### src/rtl/fetch_pkg.sv
// Shared types and constants for the instruction-fetch front end.
package fetch_pkg;

    typedef enum logic [2:0] {
        BOOT,
        REQ,
        WAIT,
        HOLD,
        DROP
    } fetch_state_e;

    localparam logic [31:0] NOP_INSTR = 32'h0000_0013;
    localparam logic [31:0] PC_STEP   = 32'd4;

endpackage

### src/rtl/mux2x1.sv
// Generic two-input multiplexer: out = sel ? inp2 : inp1.
module mux2x1 #(
    parameter int WIDTH = 32
) (
    input  logic [WIDTH-1:0] inp1,
    input  logic [WIDTH-1:0] inp2,
    input  logic             sel,
    output logic [WIDTH-1:0] out
);

    genvar gi;
    generate
        for (gi = 0; gi < WIDTH; gi++) begin : g_bit
            assign out[gi] = sel ? inp2[gi] : inp1[gi];
        end
    endgenerate

endmodule

### src/rtl/fetch_pc_unit.sv
// Instruction-fetch front end: owns the PC, issues one imem request at a time
// and presents the fetched instruction to IF/ID; EX redirects flush the fetch.
module fetch_pc_unit
    import fetch_pkg::*;
#(
    parameter logic [31:0] RESET_PC = 32'h0000_0000
) (
    input  logic        clk,
    input  logic        rst,
    input  logic        redirect_valid,
    input  logic [31:0] redirect_pc,
    output logic        imem_req_valid,
    input  logic        imem_req_ready,
    output logic [31:0] imem_req_addr,
    input  logic        imem_rsp_valid,
    input  logic [31:0] imem_rsp_data,
    output logic        if_valid,
    input  logic        if_ready,
    output logic [31:0] if_pc,
    output logic [31:0] if_instr
);

    fetch_state_e state_reg, state_next;
    logic [31:0]  pc_reg, pc_next;
    logic         if_valid_reg, if_valid_next;
    logic [31:0]  if_pc_reg, if_pc_next;
    logic [31:0]  if_instr_reg, if_instr_next;
    logic [31:0]  pc_plus4;
    logic [31:0]  redirect_aligned;
    logic [31:0]  mux_pc;
    logic         req_fire;

    assign pc_plus4         = pc_reg + PC_STEP;
    assign redirect_aligned = redirect_pc & ~32'h0000_0003;
    assign req_fire         = (state_reg == REQ) && imem_req_ready;

    mux2x1 #(.WIDTH(32)) u_next_pc_mux (
        .inp1 (pc_plus4),
        .inp2 (redirect_aligned),
        .sel  (redirect_valid),
        .out  (mux_pc)
    );

    always_comb begin
        state_next    = state_reg;
        pc_next       = pc_reg;
        if_valid_next = if_valid_reg;
        if_pc_next    = if_pc_reg;
        if_instr_next = if_instr_reg;

        // A redirect always reloads the PC, including during BOOT.
        if (redirect_valid || req_fire) begin
            pc_next = mux_pc;
        end

        case (state_reg)
            BOOT: state_next = REQ;
            REQ: begin
                if (imem_req_ready) begin
                    state_next = redirect_valid ? DROP : WAIT;
                end
            end
            WAIT: begin
                if (redirect_valid) begin
                    state_next = imem_rsp_valid ? REQ : DROP;
                end else if (imem_rsp_valid) begin
                    // pc already points past the fetched word
                    if_valid_next = 1'b1;
                    if_pc_next    = pc_reg - PC_STEP;
                    if_instr_next = imem_rsp_data;
                    state_next    = HOLD;
                end
            end
            HOLD: begin
                if (redirect_valid || if_ready) begin
                    if_valid_next = 1'b0;
                    state_next    = REQ;
                end
            end
            DROP: begin
                if (imem_rsp_valid) begin
                    state_next = REQ;
                end
            end
            default: state_next = BOOT;
        endcase
    end

    always_ff @(posedge clk or posedge rst) begin
        if (rst) begin
            state_reg    <= BOOT;
            pc_reg       <= RESET_PC;
            if_valid_reg <= 1'b0;
            if_pc_reg    <= '0;
            if_instr_reg <= NOP_INSTR;
        end else begin
            state_reg    <= state_next;
            pc_reg       <= pc_next;
            if_valid_reg <= if_valid_next;
            if_pc_reg    <= if_pc_next;
            if_instr_reg <= if_instr_next;
        end
    end

    assign imem_req_valid = (state_reg == REQ);
    assign imem_req_addr  = pc_reg;
    assign if_valid       = if_valid_reg;
    assign if_pc          = if_pc_reg;
    assign if_instr       = if_instr_reg;

endmodule

### config.mk
export PLATFORM = sky130hd
export DESIGN_NAME = fetch_pc_unit
export DESIGN_NICKNAME = d
export VERILOG_FILES = /design/src/rtl/fetch_pkg.sv /design/src/rtl/mux2x1.sv /design/src/rtl/fetch_pc_unit.sv
export SDC_FILE = /design/constraint.sdc
export NUM_CORES = 1
export LEC_CHECK = 0
export CAP_MARGIN = 20
export CELL_PAD_IN_SITES_DETAIL_PLACEMENT = 1
export CELL_PAD_IN_SITES_GLOBAL_PLACEMENT = 1
export CORE_MARGIN = 8
export CORE_UTILIZATION = 35
export DETAILED_ROUTE_END_ITERATION = 12
export MAX_ROUTING_LAYER = met4
export PLACE_DENSITY = 0.77
export SYNTH_ARGS = -nofsm -noshare
export SYNTH_HDL_FRONTEND = slang
export SYNTH_HIERARCHICAL = 1
export SYNTH_SLANG_ARGS = --single-unit
### constraint.sdc
create_clock -name clk -period 3.5 [get_ports clk]
set_input_delay 0.525 -clock clk [delete_from_list [all_inputs] [get_ports clk]]
set_output_delay 0.525 -clock clk [all_outputs]
set_load 0.02 [all_outputs]
Word-level counts from Yosys, hierarchy flattened
Index checks and enable logic that the tools add are counted.

word-level totals
  input bits = 70
  word-level logic and storage cells = 70
  output and inout bits = 98
  flip-flop bits (word level) = 100

operators by class
  muxes and demuxes = 44
  reductions and logical operators = 8
  bitwise gates (word level) = 1
  add/subtract/negate cells = 2
  equality and inequality tests = 10

operator list
  kind                   count
  $mux 1                 35
  $add 32x3->32 const B  1
  $sub 32x3->32 const B  1
  $mux 3                 7
  $pmux 3 s5             1
  $ne 2x2->1 const B     4
  $reduce_and 4->1       2
  $eq 3x2->1 const B     2
  $eq 3x1->1 const B     1
  $eq 3x3->1 const B     1
  $logic_not 3->1        1
  $ne 3x3->1 const B     1
  $reduce_and 3->1       1
  $logic_or 1x1->1       2
  $ne 2x1->1 const B     1
  $pmux 1 s2             1
  $reduce_bool 2->1      1
  $logic_and 1x1->1      1
  $not 1->1              1

Depth between registers and ports, before layout
Gate-level depths: netlist of the first run.

  depth in word-level cells = 3
  mapped depth = 8
  mapped depth without buffers = 7

Hierarchy
The synthesis of the first run kept the hierarchy.

by module, submodules not included
  module         cells an instance  times used  area each (µm²)  sequential area each (µm²)
  fetch_pc_unit  542                1           5153.7           2506.2
  mux2x1         36                 1           544.3            0.0

Least setup slack after synthesis of the first run
Ideal clock, no wire load.

  kind = reg-to-reg
  start = register pc_reg[2] (netlist: imem_req_addr[2])
  end = register pc_reg[16] (netlist: imem_req_addr[16])
  path slack = 1.225 ns
  setup time = 0.125 ns
  required time = 3.375 ns
  clock period less this slack = 2.275 ns
  buffers on the path = 0
  stages on the path, launching flop included = 8
  data arrival time = 2.150 ns
  cells stage by stage = dfrtp_1 -> ha_1 -> nand4_1 -> nor3_1 -> nand3_1 -> xnor2_1 -> mux2_4 -> mux2_2

on the way
  word-level cells in the longest chain between the ends = 2

ends and longest elaborated chain
  element                   line                 RTL
  start: declaration        fetch_pc_unit.sv:24  logic [31:0] pc_reg, pc_next;
  start signal: assignment  fetch_pc_unit.sv:98  pc_reg <= pc_next;
  $add 32x3->32             fetch_pc_unit.sv:33  assign pc_plus4 = pc_reg + PC_STEP;
  net pc_plus4[16]          fetch_pc_unit.sv:28  logic [31:0] pc_plus4;
  $mux 1                    mux2x1.sv:14         assign out[gi] = sel ? inp2[gi] : inp1[gi];
  net mux_pc[16]            fetch_pc_unit.sv:30  logic [31:0] mux_pc;

The timed path passes the listed nets, and every way through them passes these cells.
A chain may end at the register's enable or synchronous reset.

Worst setup path in the final report of the first run
  start = register pc_reg[8] (netlist: imem_req_addr[8])
  end = register pc_reg[22] (netlist: imem_req_addr[22])

The elaborated chain is that of the path after synthesis.

==> metrics.csv, run 1 <==
metric,value,unit
status,finished clean,
crit_path_start_kind,register,
power_switching,2660,uW
rows,46,
synth.cell_area,5700,sq um
yosysSeqAreaShare,44.0,%
fin_skew,0.00947,ns
cts.repair.resized,0,
pre_cts_slack,0.718,ns
drive_above_1_share,14.8,%
root_buffer,clkbuf_16,
fin_area,7680,sq um
hpwlAfterDp,13100,um
netSwitchingFraction,42.1,%
grt_pass1_vias,5257,
cts_hold_buf,0,
tns,0,ns
intPower,3660,uW
diodes,0,
wl,17700,um
area_delta_synth_final,34.7,%
p_clk_share,15.7,%
initial_utilization,35.9,%
rsz0062_at_grt,false,
hold_path_class,register to register,
power_frac_comb,47.5,%
fin_crit,2.78,ns
dr.pass1.iters,4,
antenna_found_initial,0,
dpl.cell_count,918,
clk_latency,0.36,ns
pwr_density_cell,823,nW/um^2
die_w,144,um
hold_viol,0,
async_flop_share,100,%
critical_path_class,register to register,
tritoncts,built,
grt_pass1_wl,28200,um
placed_area,7390,sq um
final_util,48.3,%
p_leak,0.00322,uW
instances_no_fill,934,
setup_viol,0,
vdd_drop_max,0.264,mV
htree_levels,3,
setup_ws,0.719,ns
cts_buffers,9,
seq_power_share,36.9,%
ios,168,
synth_flop_cell,dfrtp_1,
clk_pin_slew_worst_paths,0.07,ns
die_area,20600,sq um
synth-seq-cells,100,
fp.dieH,144,um
cts_max_path_buffers,2,
critPathRequiredTime,3.74,ns
synth_top_area_share,42.6,%
timing.fmax,360,MHz
core,15900,sq um
final.period_utilization,79.4,%
cts_sinks,100,
remaining_drc_errors,0,
viasPerCell,5.11,
crit_arrival,3.02,ns
synth_edf_count,0,
synth_area_per_cell,9.86,sq um
post_drt_wl_per_cell,18.9,um
grt_overflow,0,
yosysTopAreaCell,dfrtp_1,
grt_max_degree,56,
ant_nets,0,
synth_cells,578,
maxCapViolations,0,
final.fill_count,1813,
yosysWarnings,6,
drv_slew,0,
port_buffers,165,
first_iter_violations,305,
gr-usage-all-layers,17.8,%
cp_max_fo,14,
crit_path_end_kind,register,
fin_nets,785,
synthDistinctLibCells,49,
tightest_slew,0.718,ns
relSlewSlack,52.1,%
vias,4770,
gp_congestion,0.829,
post_cts_buffers,0,
synth.area.top_cells,"dfrtp_1 43%, nand2_1 8.8%, mux2_4 7.9%, mux2_2 6.7%, xor2_1 3.5%",
## area by class of cell
type                       instances  area (sq um)  share of cell area, %
multi-input combinational        420          2860                   37.3
timing repair buffer             172          1710                   22.3
clock inverter                     5          45.0                  0.587
tap                              216           270                   3.52
sequential                       100          2510                   32.6
inverter                          10          40.0                  0.522
clock buffer                      11           243                   3.16
## worst paths after layout
path | slack (ns) | cells past startpoint | from | endpoint
min | 0.46 | 2 | if_instr[1]$_DFFE_PP1P_ | if_instr[1]$_DFFE_PP1P_
min reg2reg | 0.46 | 2 | if_instr[1]$_DFFE_PP1P_ | if_instr[1]$_DFFE_PP1P_
max in group asynchronous | 2.09 | 3 | rst | if_instr[4]$_DFFE_PP1P_
max reg2reg | 0.72 | 6 | imem_req_addr[8]$_DFFE_PP0P_ | imem_req_addr[22]$_DFFE_PP0P_
min in group asynchronous | 0.66 | 2 | rst | if_pc[15]$_DFFE_PP0P_
max | 0.72 | 6 | imem_req_addr[8]$_DFFE_PP0P_ | imem_req_addr[22]$_DFFE_PP0P_
## cell usage after synthesis, types with 2 or more instances
cell type,instances
buf_6,7
nor3b_1,2
or4b_1,2
nand4_2,2
dfstp_2,3
buf_1,3
buf_4,3
nor4_4,3
or4_1,9
nor3_2,2
and3_1,3
xor2_1,23
nor4_1,12
nor3_1,10
inv_1,10
nor2b_1,5
and2_1,2
mux2_4,30
nand2_1,134
or3_1,7
nand4_1,10
a31oi_1,16
nor2_1,33
clkbuf_1,20
o21ai_0,23
o31ai_1,9
buf_2,13
xnor2_1,16
mux2_2,34
nand3_1,11
buf_12,3
and4_1,2
o41ai_1,2
or2_1,2
ha_1,2
dfrtp_1,97
## cells in the final DEF, fill, tap and decap left out, drive strengths merged, types with 2 or more instances in the layout
master / count
a31oi: 16
and2: 2
and3: 3
and4: 3
buf: 8
clkbuf: 11
clkdlybuf4s50: 164
clkinv: 2
conb: 2
dfrtp: 97
dfstp: 3
ha: 2
inv: 12
mux2: 64
nand2: 134
nand3: 13
nand4: 12
nor2: 33
nor2b: 5
nor3: 13
nor3b: 2
nor4: 15
o21ai: 23
o31ai: 9
o41ai: 2
or2: 3
or3: 7
or4: 9
or4b: 2
xnor2: 16
xor2: 23
## logic make-up (layout without fill, tap and decap cells)
family                     after synthesis  in the layout  synth area share, %
and+or+nand+nor                        259            259                 22.9
other                                    1              2               0.0658
muxes                                   64             64                 14.6
DFF                                    100            100                 44.0
buffers and inverters                   59            198                 6.15
xor gates and xnor gates                39             39                 5.99
AOI/OAI and AO/OA                       54             54                 5.86
adders and majority gates                2              2                0.439
## worst max-delay path, cell delays in order, from the launching register on
cell     delay, ns
dfrtp_1       0.64
and4_1        0.31
nand4_1       0.53
nor4_1        0.53
xor2_1        0.12
mux2_4        0.28
mux2_2        0.25
## power by group through the flow
stage	Clock (uW)	Combinational (uW)	Sequential, uW
2_1_floorplan	0	1500	2500
3_3_place_gp	0	2950	2300
3_5_place_dp	0	3030	2350
4_1_cts	1020	3050	2330
5_1_grt	1060	3220	2430
6_report	989	3000	2330
## metal layers
metal / GRT usage, % / vias up / routed length [um]
met5: - / - / 0
met2: 29.7 / 134 / 8620
li1: - / 2250 / -
met3: 3.68 / 16 / 1020
met4: 5.92 / 0 / 256
met1: 21.1 / 2370 / 7780
## metrics by stage
stage | hold slack [ns] | power [uW]
after global placement | 0.448 | 5250
after floorplan | 0.475 | 4000
final | 0.463 | 6310
after CTS | 0.469 | 6400
after detailed placement | 0.458 | 5380
after global routing | 0.490 | 6710
No activity file was read; power rests on OpenSTA's default activity.
==> run 2: changes to the inputs <==
==> constraint.sdc (replaced) <==
create_clock -name clk -period 2.72 [get_ports clk]
set_input_delay 0.408 -clock clk [delete_from_list [all_inputs] [get_ports clk]]
set_output_delay 0.408 -clock clk [all_outputs]
set_load 0.02 [all_outputs]
==> run 2 against run 1 <==
Effect of this change:
- worst setup slack worse by 0.32 ns
- critical path depth did not move
- combinational power up 44%
- sequential share of layout area decreased by 0.68 points
- worst hold slack improved by 0.0035 ns
- maximum frequency rose by 20%
- via count up 2.2%
- sequential power grew 18%
- largest power group unchanged
==> metrics.csv, run 2 (same netlist as run 1, synthesis figures left out) <==
metric,value,unit,change
clk_pin_slew_worst_paths,0.07,ns,about the same
cts_buffers,9,,unchanged
hold_slack,0.466,ns,+0.00345 ns
r2r_start,imem_req_addr[21]$_DFFE_PP0P_,,
tritoncts,built,,
netSwitchingFraction,41.5,%,-0.58 points
ant_nets,0,,unchanged
pwr_density_cell,1070,nW/um^2,+30%
cp_max_fo,7,,-7
seq_power_share,32.8,%,-4.1 points
wl,18300,um,+3.7%
cts_hold_buf,0,,unchanged
fp.dieH,144,um,unchanged
dr.pass1.iters,4,,unchanged
crit_path_end_kind,register,,
relSlewSlack,62.9,%,+11 points
vias,4875,,+2.2%
cts_sinks,100,,unchanged
tightest_slew,0.557,ns,-0.161 ns
setup.worst_path.start,imem_req_addr[21]$_DFFE_PP0P_,,
crit_arrival,2.56,ns,-0.46 ns
status,finished clean,,
register_area,2510,sq um,unchanged
final.period_utilization,85.2,%,+5.8 points
mostFrequentLayoutCells,"164 x clkdlybuf4s50_1, 134 x nand2_1, 97 x dfrtp_1",,
grt_overflow,0,,unchanged
crit_path_start_kind,register,,
maxCapViolations,0,,unchanged
clk_latency,0.35,ns,about the same
die_w,144,um,unchanged
drive_above_1_share,16.9,%,+2.1 points
first_iter_violations,198,,-35%
p_leak,0.00331,uW,+3.0%
p_clk_share,15.9,%,+0.2 points
power_switching,3490,uW,+31%
post_drt_wl_per_cell,19.3,um,+1.8%
intPower,4920,uW,+35%
hold_viol,0,,unchanged
core,15900,sq um,unchanged
layout_commonest_cell,clkdlybuf4s50_1,,
grt_max_degree,101,,+80%
ios,168,,unchanged
setup_viol,0,,unchanged
gr-usage-all-layers,18.5,%,+0.69 points
die_area,20600,sq um,unchanged
fin_nets,802,,+2.2%
initial_utilization,35.9,%,unchanged
cts_max_path_buffers,2,,unchanged
rows,46,,unchanged
critical_path_class,register to register,,
post_cts_buffers,0,,unchanged
cts.repair.resized,0,,unchanged
fin_crit,2.32,ns,-0.462 ns
critPathRequiredTime,2.96,ns,-0.78 ns
multi_input_area,2860,sq um,unchanged
grt_pass1_vias,5431,,+3.3%
gp_congestion,0.850,,+2.5%
final.fill_count,1786,,-1.5%
root_buffer,clkbuf_16,,
power_frac_comb,51.3,%,+3.8 points
fin_skew,0.0102,ns,+0.000691 ns
tns,0,ns,unchanged
viasPerCell,5.13,,+0.37%
timing.fmax,431,MHz,+20%
vdd_drop_max,0.472,mV,+78%
remaining_drc_errors,0,,unchanged
area_delta_synth_final,37.6,%,
antenna_found_initial,0,,unchanged
hpwlAfterDp,13900,um,+6.0%
hold_path_class,register to register,,
port_buffers,165,,unchanged
holdCritStartpoint,if_instr[1]$_DFFE_PP1P_,,
htree_levels,3,,unchanged
rsz0062_at_grt,false,,
diodes,0,,unchanged
drv_slew,0,,unchanged
grt_pass1_wl,29000,um,+3.2%
## run 2: cell count changes in the layout (fill, tap and decap cells not counted), sizes merged
cell    change
buf        +17
inv         -1
clkbuf      -2
bufinv      +1
clkinv      +2
## run 2: through the flow
stage	power, uW	cells	setup WS [ns]	utilization, %	instance area (sq um)
after floorplan	5140	579	0.445	-	5710
after global placement	6940	935	0.434	47.4	7530
after detailed placement	7140	935	0.309	47.4	7530
after CTS	8520	951	0.394	49.4	7840
after global routing	8930	951	0.226	49.4	7840
final	8420	951	0.402	49.4	7840
## run 2: worst max-delay path: stages, from the launching register on
cell and delay (ns):
dfrtp_1 0.51, and4_2 0.31, nand4_1 0.30, nor4_1 0.42, xor2_1 0.13, mux2_4 0.28, mux2_2 0.26
## run 2: layout make-up
type                    instances  share of cell area, %
repair buffers                189                   23.6
inverters                      10                  0.527
well taps                     216                   3.45
clock buffers                   9                   2.87
flip-flops and latches        100                   32.0
multi-input cells             420                   36.5
clock inverters                 7                   1.09
## run 2: power by group through the flow
stage | Clock, uW | Combinational, uW | Sequential (uW)
finish | 1340 | 4310 | 2760
floorplan | 0 | 1930 | 3220
detailed placement | 0 | 4350 | 2790
CTS | 1380 | 4380 | 2770
global route | 1430 | 4620 | 2870
global placement | 0 | 4220 | 2720
## run 2: worst paths after layout
path                                                  to  slack, ns  depth (start not counted)
hold reg to reg                  if_instr[1]$_DFFE_PP1P_       0.47                          2
max in group asynchronous  imem_req_addr[20]$_DFFE_PP0P_       1.71                          3
setup reg to reg           imem_req_addr[26]$_DFFE_PP0P_       0.40                          6
setup / recovery           imem_req_addr[26]$_DFFE_PP0P_       0.40                          6
hold / removal                   if_instr[1]$_DFFE_PP1P_       0.47                          2
min in group asynchronous           if_valid$_DFFE_PP0P_       0.58                          3
## run 2: routing by layer
metal	vias up	track usage, %	wire, um
met5	-	-	0
met4	0	5.42	215
met3	19	2.89	886
met2	143	31.7	8990
met1	2436	22.1	8240
li1	2277	-	-
==> run 3: changes to the inputs <==
--- a/config.mk
+++ b/config.mk
@@ -11,6 +11,7 @@
 export CORE_MARGIN = 8
 export CORE_UTILIZATION = 35
 export DETAILED_ROUTE_END_ITERATION = 12
+export GPL_ROUTABILITY_DRIVEN = 0
 export MAX_ROUTING_LAYER = met4
 export PLACE_DENSITY = 0.77
 export SYNTH_ARGS = -nofsm -noshare
==> results of run 3 <==
The final DEF is identical to that of run 2; final timing and power are the same.
